===== src/rtl/ln_vec_packer.sv =====
// Serial-to-parallel packer in front of the LayerNorm mean tree: collects up to
// N_LANES samples, freezes them while the tree drains, then presents vector+mean.
module ln_vec_packer #(
    parameter int N_LANES  = 16,
    parameter int DATA_W   = 16,
    parameter int TREE_LAT = 5
) (
    input  logic                               clk,
    input  logic                               rst_n,
    input  logic                               s_valid,
    output logic                               s_ready,
    input  logic [DATA_W-1:0]                  s_data,
    input  logic                               s_last,
    output logic [N_LANES*DATA_W-1:0]          x_out_flat,
    input  logic [DATA_W-1:0]                  mean_in,
    output logic                               m_valid,
    input  logic                               m_ready,
    output logic [N_LANES*DATA_W-1:0]          m_vec,
    output logic [DATA_W-1:0]                  m_mean,
    output logic [$clog2(N_LANES+1)-1:0]       m_count
);

    localparam int CNT_W  = $clog2(N_LANES);
    localparam int MC_W   = $clog2(N_LANES + 1);
    localparam int WAIT_W = $clog2(TREE_LAT + 1);
    localparam int VEC_W  = N_LANES * DATA_W;

    typedef enum logic [1:0] {
        ST_FILL = 2'd0,
        ST_WAIT = 2'd1,
        ST_HOLD = 2'd2
    } state_t;

    state_t              state_r;
    state_t              state_nx_s;
    logic [CNT_W-1:0]    cnt_r;
    logic [WAIT_W-1:0]   wait_cnt_r;
    logic [VEC_W-1:0]    lanes_r;
    logic [DATA_W-1:0]   m_mean_r;
    logic [MC_W-1:0]     m_count_r;
    logic                m_valid_r;
    logic                s_ready_r;

    logic                beat_s;
    logic                close_s;
    logic                capture_s;
    logic                release_s;
    logic                last_lane_s;

    assign last_lane_s = (cnt_r == CNT_W'(N_LANES - 1));

    // State register
    always_ff @(posedge clk or negedge rst_n) begin
        if (!rst_n) begin
            state_r <= ST_FILL;
        end else begin
            state_r <= state_nx_s;
        end
    end

    // Next-state decode from the per-state control strobes
    always_comb begin
        state_nx_s = state_r;
        case (state_r)
            ST_FILL: begin
                if (close_s) begin
                    state_nx_s = ST_WAIT;
                end else begin
                    state_nx_s = ST_FILL;
                end
            end
            ST_WAIT: begin
                if (capture_s) begin
                    state_nx_s = ST_HOLD;
                end else begin
                    state_nx_s = ST_WAIT;
                end
            end
            ST_HOLD: begin
                if (release_s) begin
                    state_nx_s = ST_FILL;
                end else begin
                    state_nx_s = ST_HOLD;
                end
            end
            default: begin
                state_nx_s = ST_FILL;
            end
        endcase
    end

    // Control strobes; only registered inputs qualify handshakes, so no input-to-output path
    always_comb begin
        beat_s    = 1'b0;
        close_s   = 1'b0;
        capture_s = 1'b0;
        release_s = 1'b0;
        case (state_r)
            ST_FILL: begin
                beat_s = s_valid & s_ready_r;
                if (s_valid && s_ready_r && (last_lane_s || s_last)) begin
                    close_s = 1'b1;
                end else begin
                    close_s = 1'b0;
                end
            end
            ST_WAIT: begin
                if (wait_cnt_r == WAIT_W'(0)) begin
                    capture_s = 1'b1;
                end else begin
                    capture_s = 1'b0;
                end
            end
            ST_HOLD: begin
                if (m_valid_r && m_ready) begin
                    release_s = 1'b1;
                end else begin
                    release_s = 1'b0;
                end
            end
            default: begin
                beat_s = 1'b0;
            end
        endcase
    end

    // Lane write pointer and tree drain countdown
    always_ff @(posedge clk or negedge rst_n) begin
        if (!rst_n) begin
            cnt_r      <= CNT_W'(0);
            wait_cnt_r <= WAIT_W'(0);
        end else begin
            if (release_s) begin
                cnt_r <= CNT_W'(0);
            end else if (beat_s) begin
                cnt_r <= cnt_r + CNT_W'(1);
            end
            if (close_s) begin
                wait_cnt_r <= WAIT_W'(TREE_LAT);
            end else if ((state_r == ST_WAIT) && (wait_cnt_r != WAIT_W'(0))) begin
                wait_cnt_r <= wait_cnt_r - WAIT_W'(1);
            end
        end
    end

    // Lane buffer: written only in FILL, cleared on result hand-off so short vectors are zero-padded
    always_ff @(posedge clk or negedge rst_n) begin
        if (!rst_n) begin
            lanes_r <= {VEC_W{1'b0}};
        end else if (release_s) begin
            lanes_r <= {VEC_W{1'b0}};
        end else if (beat_s) begin
            for (int k = 0; k < N_LANES; k++) begin
                if (cnt_r == CNT_W'(k)) begin
                    lanes_r[k*DATA_W +: DATA_W] <= s_data;
                end
            end
        end
    end

    // Result registers and input-ready flag
    always_ff @(posedge clk or negedge rst_n) begin
        if (!rst_n) begin
            m_mean_r  <= {DATA_W{1'b0}};
            m_count_r <= MC_W'(0);
            m_valid_r <= 1'b0;
            s_ready_r <= 1'b0;
        end else begin
            if (close_s) begin
                m_count_r <= MC_W'(cnt_r) + MC_W'(1);
            end
            if (capture_s) begin
                m_mean_r <= mean_in;
            end
            if (capture_s) begin
                m_valid_r <= 1'b1;
            end else if (release_s) begin
                m_valid_r <= 1'b0;
            end
            s_ready_r <= (state_nx_s == ST_FILL);
        end
    end

    assign s_ready    = s_ready_r;
    assign x_out_flat = lanes_r;
    assign m_vec      = lanes_r;
    assign m_mean     = m_mean_r;
    assign m_count    = m_count_r;
    assign m_valid    = m_valid_r;

endmodule


===== config.mk =====
export PLATFORM = sky130hd
export DESIGN_NAME = ln_vec_packer
export DESIGN_NICKNAME = d
export VERILOG_FILES = /design/src/rtl/ln_vec_packer.sv
export SDC_FILE = /design/constraint.sdc
export NUM_CORES = 1
export LEC_CHECK = 0
export ABC_AREA = 0
export BUFFER_PORTS_ARGS = -buffer_cell sky130_fd_sc_hd__clkbuf_2
export CAP_MARGIN = 20
export CORE_AREA = 2 2 223 225
export DETAILED_ROUTE_END_ITERATION = 16
export DIE_AREA = 0 0 225 227
export HOLD_SLACK_MARGIN = 0.06
export SLEW_MARGIN = 20
export SYNTH_ARGS = -nofsm -noshare
export SYNTH_HDL_FRONTEND = slang
export SYNTH_SLANG_ARGS = --single-unit

===== constraint.sdc =====
create_clock -name clk -period 1.9 [get_ports clk]
set_input_delay 0.285 -clock clk [delete_from_list [all_inputs] [get_ports clk]]
set_output_delay 0.285 -clock clk [all_outputs]
set_load 0.02 [all_outputs]

==> impl_results.md, run 1 <==
* Slowest stage delay, CP at 440 ps
* Most used DFF post-synth: dfrtp_1
* Die width at 225 um
* Fin nets at 1,635
* Setup ws final at 60.0 ps
* Syn_nets at 1,316
* Layout cell share with drive strength beyond 1 at 44.4%
* Number of flops mapped to enable cells by yosys at 0
* First-pass GRT wire length at 64.5 mm
* Die Ht at 227 um
* Synth warn at 0
* Vias/cell at 4.68
* DRT Pass-1 Iters at 5
* Area Growth Syn to Fin at 24.3%
* Critical Path End: m_vec[215]
* Worst-path fanout max at 32
* Slew HR at 70.4%
* # IOs at 572
* Clock Sinks at 288
* Largest family of logic cells by synthesized area: buffers and inverters
* Average wire per standard cell at 20.4 um
* Core area at 48,500 um^2
* Worst reg2reg startpoint: state_r[1]
* CP max stage cell: dfrtp_2
* Cell family with the largest share of critical-path delay: simple AND/OR/NAND/NOR gates
* Total track usage at 17.1%
* DRC errors left at 0
* Root buf cell: clkbuf_16
* Fmax at 543 MHz
* Post-route antenna net violation count at 0
* Hold Path Class: in -> reg
* R2R cell count at 5
* CTS clk-pin slew, worst paths at 60 ps
* Clk buf depth at 3
* Total CTS buffers at 31
* Row count at 81
* Setup Fix Bufs, Post-CTS at 0
* Antenna violations before repair at 7
* Finished Core Util at 33.7%
* Least-Margin Pin Slew at 444 ps
* Cell-internal power at 14.2 mW
* Setup violators final at 0
* CP Capture Type: flip-flop
* WP buf/inv at 1
* Total Wirelength at 45.7 mm
* Crit path kind: reg -> reg
* Worst r2r dst: m_vec[215]
* Largest net degree at the start of global routing at 84
* Max-slew violations at 0
* CTS H-Tree Depth at 1
* Logic pwr share at 35.2%
* Clock share of power at 27.6%
* Hold WS at 182 ps
* DRT iter0 DRCs at 846
* Sequential share of power at 37.2%
* Vias at 10.5k
* Critical path depth at 5
* Routability cong. at 0.770
* Ys async rst share at 100%
* R2R setup slack at 60 ps
* WP data arrival at 2280 ps
* TritonCTS clock tree: yes
* Final Hold Vio Count at 0
* FF+latch count, synth at 288
* CP required at 2340 ps
* Clock latency on the worst-skew pair at 590 ps
* Final Cycle Share at 96.8%
* Critical Path Start: state_r[1]
* Vias in the first global route at 9,605
* Sw Share at 40.3%
* I/O Buffers at 571
* Sequential share of the synthesized area at 54.8%
* Synth Instances at 1,273
* Post-synthesis mux area share at 1.61%
* Leak Pwr at 8.50 nW
* Pwr Density at 1450 nW/um^2
* Pre-CTS setup slack at -32.6 ps
* Mean Syn Cell Area at 10.3 um^2
* Unrepaired setup endpoints after global routing: yes
* Cell chain of the critical path: and4bb_4 -> buf_12 -> nand3_4 -> nand3_1 -> o21ai_1
* Congestion Overflow GR at 0
* Synth Area in Compound Gates at 10.5%
* Min cycle time layout at 1840 ps
* Worst vdd ir at 0.000866 V
* Run status: completed
* Mapped cell area at 13,200 um^2
* XOR/XNOR Fraction of Synth Area at 0.0666%
* Net Switching at 9.60 mW
* Simple-gate portion of the synthesized area at 13.5%
* Final Skew at 22.0 ps
* Area share of fa/ha/maj cells after synthesis at 0.570%
* Die area at 51,100 um^2
* Dpl hpwl at 31.4 mm
* Non-Filler Cell Area, Final at 16,400 um^2
* Layout fillers at 4,913
* Initial Util at 27.1%
* Synth unique cells at 39
* Placed Area at 15,000 um^2
* Maxcap violations at 0
* CP Launch Type: flip-flop
## synth_stat cells (2+ instances only)
library cell	instances	share of area, %
clkbuf_1	29	0.83
ha_1	6	0.57
nor2_1	5	0.14
nand2_1	31	0.88
inv_1	5	0.14
a21oi_1	3	0.11
clkbuf_2	5	0.19
mux2_2	17	1.5
o21ai_0	170	6.5
dfrtp_1	288	55
nand3_1	261	9.9
buf_4	258	15
nand3_4	13	1.7
mux2i_1	2	0.15
buf_6	9	0.77
buf_2	52	2.0
buf_1	2	0.057
o21ai_1	96	3.7
## layer usage
layer | global-route usage, % | wire [um] | up-vias | part of all wire [%]
met5 | 0 | 0 | - | 0
met2 | 30.1 | 23100 | 435 | 51
met1 | 22.3 | 19300 | 5213 | 42
met4 | 3.95 | 971 | 0 | 2.1
met3 | 2.27 | 2380 | 54 | 5.2
li1 | - | - | 4764 | -
## sequential cells by signal, indices dropped and copies added (netlist names)
name and cells:
cnt_r 4, m_count 5, m_vec 256, s_ready 1, m_valid 1, m_mean 16
wait_cnt_r 3, state_r 2
## timing repair
action                                  4_1_cts  5_1_grt
cloned                                        0        0
endpoints found under the setup margin       57      147
endpoints found under the hold margin       191        0
gates resized for setup                       1        7
hold buffers                                 19        0
pin swaps                                     0        2
## cell families after synthesis
group | after synthesis
adders and majority gates | 6
and+or+nand+nor | 323
DFF | 288
xor gates and xnor gates | 1
muxes | 19
AOI/OAI and AO/OA | 274
buffers and inverters | 362
## cell usage in the layout, fill, tap and decap left out, drive strengths merged, types with 2 or more instances in the layout
cell type / Yosys / routed
a21oi: 3 / 3
and2: 2 / 2
buf: 323 / 54
bufinv: 0 / 6
clkbuf: 34 / 611
clkinv: 0 / 6
dfrtp: 288 / 288
dlygate4sd3: 0 / 19
ha: 6 / 6
inv: 5 / 7
mux2: 17 / 17
mux2i: 2 / 2
nand2: 31 / 31
nand3: 274 / 274
nor2: 6 / 6
o21ai: 267 / 267
## metrics by stage
stage / total power [mW] / std cells / TNS, ps
after floorplan: 15.1 / 1273 / 0
final: 23.8 / 2238 / 0
after global placement: 17.3 / 2162 / 0
after global routing: 25.0 / 2238 / -2560
after CTS: 24.1 / 2237 / 0
after detailed placement: 17.4 / 2162 / -534
## power by group through the flow
stage	clock, mW	combinational [mW]	sequential (mW)
final	6.55	8.38	8.86
after global routing	6.98	9.00	9.05
after CTS	6.71	8.50	8.85
after detailed placement	0	8.46	8.93
after global placement	0	8.41	8.85
after floorplan	0	4.92	10.1
## area by class of cell
class                           count  area, um^2  share of cell area, %
Antenna cell                        1        2.50                 0.0153
Clock buffer                       41         863                   5.28
Clock inverter                     15         243                   1.48
Inverter                            5        18.8                  0.115
Multi-Input combinational cell    623        3480                   21.3
Sequential cell                   288        7210                   44.1
Tap cell                          622         778                   4.76
Timing Repair Buffer              643        3760                   23.0
## worst reg2reg max path, stage by stage, from the launching register on
cell      delay, ps
dfrtp_2         440
and4bb_4        350
buf_12          220
nand3_4         380
nand3_1         220
o21ai_1          80
## worst min path at each step
stage | startpoint | to | slack [ps] | cells after the start
3_5_place_dp | rst_n | m_vec[177] | 180 | 1
6_report | s_data[0] | m_vec[64] | 180 | 4
3_3_place_gp | rst_n | m_vec[193] | 180 | 1
2_1_floorplan | rst_n | cnt_r[0] | -10 | 0
5_1_grt | s_data[0] | m_vec[64] | 180 | 4
4_1_cts | s_data[0] | m_vec[64] | 150 | 4
(Power assumes the default switching activity.)
==> run 2: changes to the inputs <==
--- a/config.mk
+++ b/config.mk
@@ -8,9 +8,9 @@
 export ABC_AREA = 0
 export BUFFER_PORTS_ARGS = -buffer_cell sky130_fd_sc_hd__clkbuf_2
 export CAP_MARGIN = 20
-export CORE_AREA = 2 2 223 225
+export CORE_AREA = 2 2 224 226
 export DETAILED_ROUTE_END_ITERATION = 16
-export DIE_AREA = 0 0 225 227
+export DIE_AREA = 0 0 226 228
 export HOLD_SLACK_MARGIN = 0.06
 export SLEW_MARGIN = 20
 export SYNTH_ARGS = -nofsm -noshare
==> impl_results.md, run 2 (same netlist as run 1, synthesis figures left out) <==
* Run status: completed
* Least-Margin Pin Slew at 439 ps (-4.50 ps)
* CTS H-Tree Depth at 2 (+1)
* Layout cell share with drive strength beyond 1 at 44.8% (+0.36 points)
* TritonCTS clock tree: yes
* Placed Area at 15,200 um^2 (+1.1%)
* Multi-input logic area at 3500 um^2 (+0.65%)
* Antenna violations before repair at 2 (-5)
* Clock latency on the worst-skew pair at 530 ps (-60 ps)
* DP Cell Count at 2,218 (+2.6%)
* Final Hold Vio Count at 0 (unchanged)
* Initial Util at 26.7% (-0.44 points)
* Slowest stage delay, CP at 480 ps (+40 ps)
* Setup violators final at 0 (unchanged)
* Routability cong. at 0.772 (+0.17%)
* Unrepaired setup endpoints after global routing: yes
* Fin nets at 1,643 (+0.49%)
* Maxcap violations at 0 (unchanged)
* Dpl hpwl at 31.6 mm (+0.49%)
* Clk buf depth at 3 (unchanged)
* Total Wirelength at 46.4 mm (+1.4%)
* Cell chain of the critical path: and4bb_4 -> buf_12 -> nand3_4 -> nand3_1 -> o21ai_1
* Layout fillers at 4,947 (+0.69%)
* Slew HR at 70.7% (+0.30 points)
* Core area at 49,300 um^2 (+1.7%)
* Largest net degree at the start of global routing at 83 (-1.2%)
* Root buf cell: clkbuf_16
* Setup ws final at 59.8 ps (-0.181 ps)
* Vias at 10.4k (-0.32%)
* Average wire per standard cell at 20.2 um (-1.1%)
* Max-slew violations at 0 (unchanged)
* Die area at 51,500 um^2 (+0.89%)
* Final Skew at 16.5 ps (-5.48 ps)
* I/O Buffers at 571 (unchanged)
* DRT Pass-1 Iters at 4 (-1)
* Pre-CTS setup slack at 44.3 ps (+77.0 ps)
* # IOs at 572 (unchanged)
* Non-Filler Cell Area, Final at 16,600 um^2 (+1.2%)
* Congestion Overflow GR at 0 (unchanged)
* WP data arrival at 2230 ps (-50 ps)
* Crit path kind: reg -> reg
* Worst vdd ir at 0.000898 V (+3.8%)
* Most frequent cells in the layout: clkbuf_2, dfrtp_1, nand3_1
* Row count at 82 (+1.2%)
* Leak Pwr at 8.58 nW (+0.88%)
* Clock Sinks at 288 (unchanged)
* Max FFs per register at 256 (unchanged)
* Min cycle time layout at 1840 ps (+0.181 ps)
* Total CTS buffers at 34 (+9.7%)
* Area Growth Syn to Fin at 25.8%
* Post-route antenna net violation count at 0 (unchanged)
* Register area at 7210 um^2 (about the same)
* Pwr Density at 1460 nW/um^2 (about the same)
* CP max stage cell: and4bb_4
* Non-Filler Instances at 2,295 (+2.5%)
* Fmax at 543 MHz (about the same)
* Hold Path Class: in -> reg
* Die Ht at 228 um (+0.44%)
* Vias in the first global route at 9,599 (-0.062%)
* Hold WS at 110 ps (-71.9 ps)
* Vias/cell at 4.55 (-2.8%)
* CP Capture Type: flip-flop
* Final Cycle Share at 96.9% (about the same)
* DRC errors left at 0 (unchanged)
* Die width at 226 um (+0.44%)
* CTS clk-pin slew, worst paths at 60 ps (about the same)
* Worst-path fanout max at 32 (unchanged)
* Most common cell after layout, fill and taps aside: clkbuf_2
* CP required at 2290 ps (-50 ps)
* CP Launch Type: flip-flop
* First-pass GRT wire length at 64.9 mm (+0.70%)
* DRT iter0 DRCs at 637 (-25%)
* Total track usage at 17.2% (+0.12 points)
* Total power at 24.1 mW (+1.3%)
[run 2: changes by cell type in the layout (fill, tap and decap cells not counted), sizes merged]
cell,change
buf,+6
bufinv,-4
clkbuf,+11
clkinv,-3
dlygate4sd3,-2
inv,-2
nand3,+1
[run 2: repair_timing]
item	4_1_cts	5_1_grt
hold endpoints to repair	101	0
hold buffers	17	0
gates resized for setup	0	8
endpoints found under the setup margin	0	95
buffers inserted	0	0
[run 2: metrics by stage]
| stage | setup TNS (ps) | util (%) |
|---|---|---|
| floorplan | 0 | - |
| global placement | 0 | 30.8 |
| detailed placement | 0 | 30.8 |
| CTS | 0 | 33.5 |
| global route | -2930 | 33.6 |
| finish | 0 | 33.6 |
[run 2: final timing paths]
kind                               to  depth (start not counted)  slack [ps]  startpoint
max in group asynchronous   m_vec[36]                          3         920       rst_n
min                        m_count[2]                          3         110      s_last
min in group asynchronous  m_vec[215]                          2         280       rst_n
max reg2reg                 m_vec[36]                          5          60  state_r[1]
min reg2reg                m_count[0]                          2         500  m_count[0]
max                         m_vec[36]                          5          60  state_r[1]
[run 2: critical path, delay by kind of cell, from the launching register on]
kind,cells,cell delay [ps]
AND/OR/NAND/NOR,3,1000
AO/OA/AOI/OAI,1,90
buffers and inverters,1,190
flip-flops,1,410
[run 2: routing by layer]
layer,track usage [%],part of all wire [%],up-vias
li1,-,-,4801
met1,21.6,41,5087
met2,28.9,49,475
met3,3.49,6.5,69
met4,6.58,3.3,0
met5,0,0,-
[run 2: cell type report]
type	count	area share (%)
inverter	5	0.113
antenna	1	0.0151
tap	672	5.08
clock buffer	52	6.48
timing repair buffer	647	23.1
clock inverter	6	0.499
sequential	288	43.5
multi-input combinational	624	21.2
[run 2: power by group]
part	internal, mW	switching, mW
Sequential	7.52	1.29
Combinational	2.77	5.83
Clock	4.14	2.54
